==> config.mk <==
export PLATFORM = sky130hd
export DESIGN_NAME = if_fetch_stage
export DESIGN_NICKNAME = d
export VERILOG_FILES = /design/src/rtl/if_fetch_stage.sv
export SDC_FILE = /design/constraint.sdc
export NUM_CORES = 1
export LEC_CHECK = 0
export ABC_CLOCK_PERIOD_IN_PS = 2860
export BUFFER_PORTS_ARGS = -buffer_cell sky130_fd_sc_hd__clkbuf_2
export CELL_PAD_IN_SITES_DETAIL_PLACEMENT = 1
export CELL_PAD_IN_SITES_GLOBAL_PLACEMENT = 2
export CORE_UTILIZATION = 33
export DETAILED_ROUTE_END_ITERATION = 8
export PLACE_DENSITY = 0.91
export REMOVE_ABC_BUFFERS = 1
export SKIP_CTS_REPAIR_TIMING = 1
export SLEW_MARGIN = 20
export SYNTH_ARGS = -nofsm -noshare
export SYNTH_HDL_FRONTEND = slang
export SYNTH_SLANG_ARGS = --single-unit
==> constraint.sdc <==
create_clock -name clk -period 2.86 [get_ports clk]
set_input_delay 0.429 -clock clk [delete_from_list [all_inputs] [get_ports clk]]
set_output_delay 0.429 -clock clk [all_outputs]
set_load 0.005 [all_outputs]
==> src/rtl/if_fetch_stage.sv <==
// Instruction-fetch stage: owns the PC and IF/ID register and drives a variable-latency req/ack imem port.
// Optional performance counters (fetch_cnt_o, stall_cnt_o) are built only when IF_PERF_CNT_EN is defined.
module if_fetch_stage #(
    parameter logic [31:0] RESET_PC  = 32'h0000_0000,
    parameter logic [31:0] NOP_INSTR = 32'h0000_0000
`ifdef IF_PERF_CNT_EN
    ,
    parameter int unsigned CNT_W     = 32
`endif
) (
    input  logic              clk,
    input  logic              rst,
    input  logic              stall_i,
    input  logic              flush_i,
    input  logic              redirect_i,
    input  logic [31:0]       redirect_pc_i,
    output logic              imem_req_o,
    output logic [31:0]       imem_addr_o,
    input  logic              imem_ack_i,
    input  logic [31:0]       imem_rdata_i,
    output logic [31:0]       PC,
    output logic [31:0]       if_id_instr_o,
    output logic [31:0]       if_id_pc4_o,
    output logic              if_id_valid_o
`ifdef IF_PERF_CNT_EN
    ,
    output logic [CNT_W-1:0]  fetch_cnt_o,
    output logic [CNT_W-1:0]  stall_cnt_o
`endif
);

    typedef enum logic [1:0] {BOOT, FETCH, HOLD} state_t;

    state_t      state;
    logic [31:0] pc_q;
    logic [31:0] instr_q;
    logic [31:0] pc4_q;
    logic        valid_q;
    logic        req_q;
    logic [31:0] buf_q;
    logic        pend_q;
    logic [31:0] pend_pc_q;

    logic [31:0] pc_plus4_c;
    logic [31:0] target_c;
    logic        deliver_c;

    // Next-PC arithmetic and "IF/ID receives a real instruction this edge" decode
    always_comb begin
        pc_plus4_c = pc_q + 32'd4;
        target_c   = redirect_pc_i & 32'hFFFF_FFFC;
        deliver_c  = 1'b0;
        if (!redirect_i && !flush_i && !stall_i) begin
            if (state == HOLD)
                deliver_c = 1'b1;
            else if (state == FETCH && imem_ack_i && !pend_q)
                deliver_c = 1'b1;
        end
    end

    // Fetch FSM; imem_req_o is registered alongside the state it belongs to
    always_ff @(posedge clk or negedge rst) begin
        if (!rst) begin
            state     <= BOOT;
            pc_q      <= RESET_PC;
            instr_q   <= NOP_INSTR;
            pc4_q     <= 32'h0;
            valid_q   <= 1'b0;
            req_q     <= 1'b0;
            buf_q     <= 32'h0;
            pend_q    <= 1'b0;
            pend_pc_q <= 32'h0;
        end else begin
            case (state)
                BOOT: begin
                    state <= FETCH;
                    req_q <= 1'b1;
                end
                FETCH: begin
                    if (redirect_i) begin
                        instr_q <= NOP_INSTR;
                        valid_q <= 1'b0;
                        if (imem_ack_i) begin
                            pc_q   <= target_c;
                            pend_q <= 1'b0;
                        end else begin
                            pend_q    <= 1'b1;
                            pend_pc_q <= target_c;
                        end
                    end else if (flush_i) begin
                        instr_q <= NOP_INSTR;
                        valid_q <= 1'b0;
                        // an older pending redirect still wins once its request completes
                        if (imem_ack_i && pend_q) begin
                            pc_q   <= pend_pc_q;
                            pend_q <= 1'b0;
                        end
                    end else if (imem_ack_i && pend_q) begin
                        pc_q   <= pend_pc_q;
                        pend_q <= 1'b0;
                        if (!stall_i) begin
                            instr_q <= NOP_INSTR;
                            valid_q <= 1'b0;
                        end
                    end else if (imem_ack_i && stall_i) begin
                        buf_q <= imem_rdata_i;
                        state <= HOLD;
                        req_q <= 1'b0;
                    end else if (imem_ack_i) begin
                        instr_q <= imem_rdata_i;
                        pc4_q   <= pc_plus4_c;
                        valid_q <= 1'b1;
                        pc_q    <= pc_plus4_c;
                    end else if (!stall_i) begin
                        instr_q <= NOP_INSTR;
                        valid_q <= 1'b0;
                    end
                end
                HOLD: begin
                    if (redirect_i) begin
                        instr_q <= NOP_INSTR;
                        valid_q <= 1'b0;
                        pc_q    <= target_c;
                        state   <= FETCH;
                        req_q   <= 1'b1;
                    end else if (flush_i) begin
                        instr_q <= NOP_INSTR;
                        valid_q <= 1'b0;
                        state   <= FETCH;
                        req_q   <= 1'b1;
                    end else if (!stall_i) begin
                        instr_q <= buf_q;
                        pc4_q   <= pc_plus4_c;
                        valid_q <= 1'b1;
                        pc_q    <= pc_plus4_c;
                        state   <= FETCH;
                        req_q   <= 1'b1;
                    end
                end
                default: begin
                    state <= BOOT;
                    req_q <= 1'b0;
                end
            endcase
        end
    end

`ifdef IF_PERF_CNT_EN
    logic [CNT_W-1:0] fetch_cnt_q;
    logic [CNT_W-1:0] stall_cnt_q;

    // Saturating counters: delivered instructions vs. non-delivering cycles after boot
    always_ff @(posedge clk or negedge rst) begin
        if (!rst) begin
            fetch_cnt_q <= '0;
            stall_cnt_q <= '0;
        end else if (state != BOOT) begin
            if (deliver_c) begin
                if (fetch_cnt_q != {CNT_W{1'b1}})
                    fetch_cnt_q <= fetch_cnt_q + CNT_W'(1);
            end else begin
                if (stall_cnt_q != {CNT_W{1'b1}})
                    stall_cnt_q <= stall_cnt_q + CNT_W'(1);
            end
        end
    end

    assign fetch_cnt_o = fetch_cnt_q;
    assign stall_cnt_o = stall_cnt_q;
`else
    logic unused_deliver;
    assign unused_deliver = deliver_c;
`endif

    assign PC            = pc_q;
    assign imem_addr_o   = pc_q;
    assign imem_req_o    = req_q;
    assign if_id_instr_o = instr_q;
    assign if_id_pc4_o   = pc4_q;
    assign if_id_valid_o = valid_q;

endmodule

==> results of run 1 <==
layout make-up:
type | count | area, sq um | share of cell area
clock inverters | 13 | 128 | 0.0135
diodes | 2 | 5.00 | 0.000531
clock buffers | 19 | 443 | 0.0470
repair buffers | 215 | 1170 | 0.124
multi-input cells | 503 | 3300 | 0.350
well taps | 313 | 392 | 0.0416
inverters | 10 | 37.5 | 0.00398
flip-flops and latches | 158 | 3950 | 0.420
power groups by stage:
stage / registers, uW / logic, uW / clock network, uW
after floorplan: 3140 / 717 / 0
after global placement: 3200 / 1450 / 0
after detailed placement: 3230 / 1510 / 0
after CTS: 3190 / 1520 / 2270
after global routing: 3270 / 1660 / 2360
final: 3200 / 1490 / 2230
cells in the mapped netlist, types with 5 or more instances:
library cell  instances
and2_1                7
buf_1                 6
mux2_2               65
and3_1                8
a21oi_1              17
nand3_1              35
nor2_1               21
buf_4                36
o21ai_0              68
dfrtp_1             158
o211ai_1              7
nand2_1              96
xor2_1               12
o21ai_1              16
clkbuf_1             40
mux2i_1               7
nand4_1              10
xnor2_1              16
a31oi_1               8
o2bb2ai_1             5
nor4_1                6
inv_1                 9
a22oi_1              35
worst min-delay path by stage:
stage                      end  slack, ps  startpoint
5_1_grt        if_id_pc4_o[24]         30         rst
4_1_cts        if_id_pc4_o[22]          2         rst
3_3_place_gp   if_id_pc4_o[24]        460         rst
2_1_floorplan           PC[10]        130         rst
6_report                PC[25]        -30         rst
3_5_place_dp   if_id_pc4_o[24]        460         rst
registers in the layout, summed over array words and instances, names as in the netlist:
| signal | cells |
|---|---|
| buf_q | 32 |
| imem_req_o | 1 |
| if_id_pc4_o | 30 |
| pend_q | 1 |
| state | 1 |
| PC | 30 |
| pend_pc_q | 30 |
| if_id_valid_o | 1 |
| if_id_instr_o | 32 |
routing by layer:
layer | part of all wire | wire length [um] | vias to the layer above | GRT usage
met3 | 0.035 | 827 | 35 | 0.0373
met1 | 0.45 | 10400 | 3256 | 0.265
met5 | 0 | 0 | - | 0
li1 | - | - | 2984 | -
met4 | 0.023 | 537 | 0 | 0.0792
met2 | 0.50 | 11600 | 154 | 0.338
layout by cell type (no fill, tap or decap), types with 6 or more instances in the layout:
| cell type | count |
|---|---|
| dfrtp_1 | 158 |
| mux2_2 | 65 |
| a21oi_1 | 17 |
| inv_6 | 7 |
| nand3_1 | 35 |
| nand4_1 | 10 |
| buf_4 | 22 |
| o21ai_0 | 67 |
| and3_1 | 8 |
| clkbuf_16 | 17 |
| o21ai_1 | 16 |
| mux2i_1 | 7 |
| inv_1 | 9 |
| nand2_1 | 96 |
| conb_1 | 6 |
| a22oi_1 | 34 |
| xor2_1 | 12 |
| clkbuf_2 | 190 |
| xnor2_1 | 16 |
| a31oi_1 | 8 |
| nor2_1 | 20 |
| and2_1 | 7 |
| o211ai_1 | 7 |
cells by family after synthesis:
kind of cell / share of synthesized area
AO/OA/AOI/OAI: 0.160
XOR/XNOR: 0.0319
adder cells (fa/ha/maj): 0.00163
buffers and inverters: 0.0637
flip-flops: 0.514
multiplexers: 0.104
other: 0.000487
AND/OR/NAND/NOR: 0.125
metrics by stage:
| step | utilization | instances |
|---|---|---|
| 2_1_floorplan | - | 671 |
| 3_3_place_gp | 0.388 | 1199 |
| 3_5_place_dp | 0.388 | 1199 |
| 4_1_cts | 0.413 | 1231 |
| 5_1_grt | 0.414 | 1233 |
| 6_report | 0.414 | 1233 |
==> results.md, run 1 <==
* Clk pin slew, worst setup/hold paths at 60 ps
* Ratio of cells with drive above 1 in the final layout at 0.347
* Root Driver: clkbuf_16
* Setup_tns at 0 ps
* Largest cells by area after synthesis: dfrtp_1 (51%), mux2_2 (9.5%), nand2_1 (4.7%)
* Slowest CP cell: or4_4
* Max-cap viol count at 0
* Combinational share of power at 0.215
* Int Pwr at 4720 uW
* Worst R2R Path Depth at 5
* Fin. Hold Viols at 16
* Clock power share at 0.323
* Largest net degree at the start of global routing at 61
* Layout Nets at 976
* Final setup violation count at 0
* Die area at 23,900 sq um
* DP HPWL at 16,100 um
* YS warnings at 0
* Initial antenna violation count at 2
* Sw frac at 0.318
* Worst Setup Path Type: flip-flop to flip-flop
* Crit path cell chain: and2b_1 -> a31oi_1 -> or4_4 -> or4_1 -> o2111ai_1
* Post-synth top area share at 0.514
* Finished Cell Area at 9420 sq um
* CP endpoint kind: flip-flop
* Internal reg-to-reg setup slack at 500 ps
* Critical path depth at 5
* Worst slew pin tran at 717 ps
* Worst r2r src: imem_req_o
* Yosys cell types at 54
* GPL Wtd Cong at 0.764
* Post-place setup slack at 479 ps
* Core footprint at 22,800 sq um
* Die W at 155 um
* Clock net sink count at 158
* Sequential share of power at 0.462
* Maximum VDD drop at 0.000358 V
* Post-synth top flop: dfrtp_1
* Remaining global-route overflow at 0
* Vias/cell at 5.21
* Synth Cell Area at 7690 sq um
* CTS max path bufs at 2
* Initial core utilization at 0.338
* FP Rows at 55
* Seq/Total Area, Yosys at 0.514
* Via Count at 6,429
* Clock latency on the worst-skew pair at 430 ps
* Yosys reg bits at 158
* Worst Setup SP: imem_req_o
* WP buf/inv at 0
* Crit share post-route at 0.825
* Syn avg cell area at 10.3 sq um
* RSZ-0062 raised after global routing: no
* CP endpoint: PC[29]
* Pwr/cell area at 734 nW/um^2
* Area leader, netlist: dfrtp_1
* P_sw at 2200 uW
* Peak Freq at 424 MHz
* CTS buffer count at 17
* Die Y at 155 um
* HP Class: input port to asynchronous set/reset pin
* DRC violations left at 0
* Filler instances at 2,626
* Number of synthesized flops with an enable pin at 0
* Port Buffer Count at 191
* Fin. max-slew vios at 0
* Max FO, Critical Path at 37
* CP arrival at 2700 ps
* Final WS setup at 501 ps
* Minimum clock period at 2360 ps
* Wirelength per Cell at 19.0 um
* 1st-pass router iterations at 6
* Max-slew headroom at 0.518
* P&R area growth vs syn at 22.5%
* Placed cell area at 8850 sq um
* Failing checks: hold timing
* Routed Antenna Nets at 0
* Max incr delay on CP at 660 ps
* Critical Path Source Type: flip-flop
* Vias in the first global route at 6,814
* Leakage at 0.00428 uW
* Reg-to-reg endpoint: PC[29]
* Async SR Flop Fraction at 1.00
* H-tree levels at 4
* Hold Slack at -27.3 ps
* Mapped Cells at 750
* Detailed Route WL at 23,400 um
* I/O pin count at 200
* Status: finished with violations
* First-pass GRT wire length at 37,800 um
* 1st-iter DRT viols at 361
* Worst Skew at 21.2 ps
* CTS tree: yes
* Worst path required time at 3200 ps
* Power Total at 6910 uW
* Top delay family on crit path: simple AND/OR/NAND/NOR gates
* GRT Overall Usage at 0.204
Note: power is estimated with default switching activity, not from simulation.
==> inputs of run 2 (changes only) <==
ABC_CLOCK_PERIOD_IN_PS = 2100   (was 2860)
CORE_UTILIZATION = 30   (was 33)
PLACE_DENSITY = 0.88   (was 0.91)
clock period = 2.1 ns   (was 2.86 ns; I/O delays follow)
==> run 2 against run 1 <==
Net effect: the flow now finishes without violations; critical path depth unchanged; cell area increased by 4.7%; via count increased by 2.0%; flip-flop and latch count unchanged; clock-buffer cell count increased by 2; clock power increased by 44%; hold slack improved by 160 ps; critical endpoint is now if_id_pc4_o[23]; critical path type unchanged; cell count increased by 4.3%; utilization decreased by 2.2 points.
==> results.md, run 2 (synthesis gave the netlist of run 1 again) <==
* Port Buffer Count at 191 (unchanged)
* CTS max path bufs at 2 (unchanged)
* CP endpoint kind: flip-flop
* DRC violations left at 0 (unchanged)
* CTS buffer count at 17 (unchanged)
* Ratio of cells with drive above 1 in the final layout at 0.372 (+0.0246)
* Detailed Route WL at 24,600 um (+5.1%)
* Core footprint at 25,200 sq um (+11%)
* Clk pin slew, worst setup/hold paths at 60 ps (about the same)
* Worst slew pin tran at 493 ps (-224 ps)
* Clock net sink count at 158 (unchanged)
* Max-cap viol count at 0 (unchanged)
* Max incr delay on CP at 460 ps (-200 ps)
* Setup_tns at 0 ps (unchanged)
* Die W at 162 um (+4.8%)
* Multi-input gate area at 3300 sq um (+0.23%)
* Max FO, Critical Path at 33 (-11%)
* Fin. max-slew vios at 0 (unchanged)
* Die area at 26,300 sq um (+9.9%)
* Commonest non-fill, non-tap cells in the layout: clkbuf_2 (190), dfrtp_1 (158), nand2_1 (96)
* Initial core utilization at 0.306 (-0.0322)
* Die Y at 162 um (+4.8%)
* GRT Overall Usage at 0.192 (-0.0123)
* Commonest non-fill, non-tap cell in the layout: clkbuf_2
* Minimum clock period at 2020 ps (-339 ps)
* Top delay family on crit path: simple AND/OR/NAND/NOR gates
* WP buf/inv at 1 (+1)
* Filler instances at 2,867 (+9.2%)
* Routed Antenna Nets at 0 (unchanged)
* Leakage at 0.00451 uW (+5.4%)
* Vias in the first global route at 6,950 (+2.0%)
* CP arrival at 2330 ps (-370 ps)
* Register area at 3950 sq um (unchanged)
* Slowest CP cell: or4_4
* 1st-iter DRT viols at 265 (-27%)
* Via Count at 6,555 (+2.0%)
* RSZ-0062 raised after global routing: no
* Wirelength per Cell at 19.1 um (+0.80%)
* Final setup violation count at 0 (unchanged)
* First-pass GRT wire length at 38,800 um (+2.7%)
* Critical Path Source Type: flip-flop
* Max-slew headroom at 0.668 (+0.151)
* Worst path required time at 2410 ps (-790 ps)
* CTS tree: yes
* 1st-pass router iterations at 4 (-2)
* Vias/cell at 5.10 (-2.2%)
* Clock latency on the worst-skew pair at 420 ps (about the same)
* Initial antenna violation count at 1 (-1)
* GPL Wtd Cong at 0.780 (+2.1%)
* H-tree levels at 4 (unchanged)
* Peak Freq at 495 MHz (+17%)
* DP HPWL at 17,800 um (+10%)
* HP Class: input port to flip-flop
* Fin. Hold Viols at 0 (-16)
* Final design utilization at 0.392 (-0.0218)
* Worst Skew at 8.11 ps (-13.1 ps)
* FP Rows at 58 (+5.5%)
* Pwr/cell area at 999 nW/um^2 (+36%)
* Crit share post-route at 0.962 (+0.137)
* Crit path cell chain: and2b_2 -> a31oi_1 -> or4_4 -> buf_4 -> mux2_2
* Maximum VDD drop at 0.000477 V (+33%)
* Largest net degree at the start of global routing at 65 (+6.6%)
* Status: finished, final reports clean
* P&R area growth vs syn at 28.2%
* Worst Setup Path Type: flip-flop to flip-flop
* I/O pin count at 200 (unchanged)
* Root Driver: clkbuf_16
* Layout Nets at 1,013 (+3.8%)
* Remaining global-route overflow at 0 (unchanged)
## run 2: layout make-up
type / instances / share of cell area
diodes: 2 / 0.000507
clock buffers: 21 / 0.0477
clock inverters: 10 / 0.0138
inverters: 10 / 0.00380
multi-input cells: 503 / 0.335
flip-flops and latches: 158 / 0.401
well taps: 330 / 0.0418
repair buffers: 252 / 0.157
## run 2: where the power goes
part / internal, uW / leakage [uW] / switching [uW]
Sequential: 3710 / 0.00197 / 439
Combinational: 1210 / 0.00224 / 1290
Clock: 1960 / 0.000291 / 1250
## run 2: path summary, 6_finish.rpt
kind                                          end  cells past startpoint  slack, ps             start
worst max register to register    if_id_pc4_o[23]                      5         80          state[1]
worst min register to register    if_id_pc4_o[19]                      2        480   if_id_pc4_o[19]
worst max-delay path              if_id_pc4_o[23]                      5         80          state[1]
min in group asynchronous           pend_pc_q[26]                      2        310               rst
max in group asynchronous       if_id_instr_o[19]                      3       1170               rst
worst min-delay path                    buf_q[23]                      2        140  imem_rdata_i[23]
## run 2: worst register-to-register path, delay by kind of cell (launching register included)
kind	cells	cell delay, ps
buffers and inverters	1	260
DFF	1	420
muxes	1	330
and+or+nand+nor	2	760
AOI/OAI and AO/OA	1	120
## run 2: per-layer routing
layer,vias to the layer above,part of all wire,GRT usage
met3,46,0.038,0.0365
met5,-,0,0
met1,3314,0.42,0.234
li1,3042,-,-
met4,0,0.036,0.0875
met2,153,0.50,0.327
## run 2: per-stage QoR
stage | worst slack (ps) | instances | hold slack, ps | area [sq um] | total power [uW]
after global routing | 6.00 | 1285 | 133 | 9870 | 10400
after global placement | 140 | 1250 | 182 | 9220 | 6560
final | 79.5 | 1286 | 138 | 9870 | 9860
after detailed placement | -4.49 | 1250 | 188 | 9220 | 6720
after CTS | -30.1 | 1281 | -267 | 9830 | 9940
after floorplan | -1270 | 671 | 19.4 | 7260 | 5260
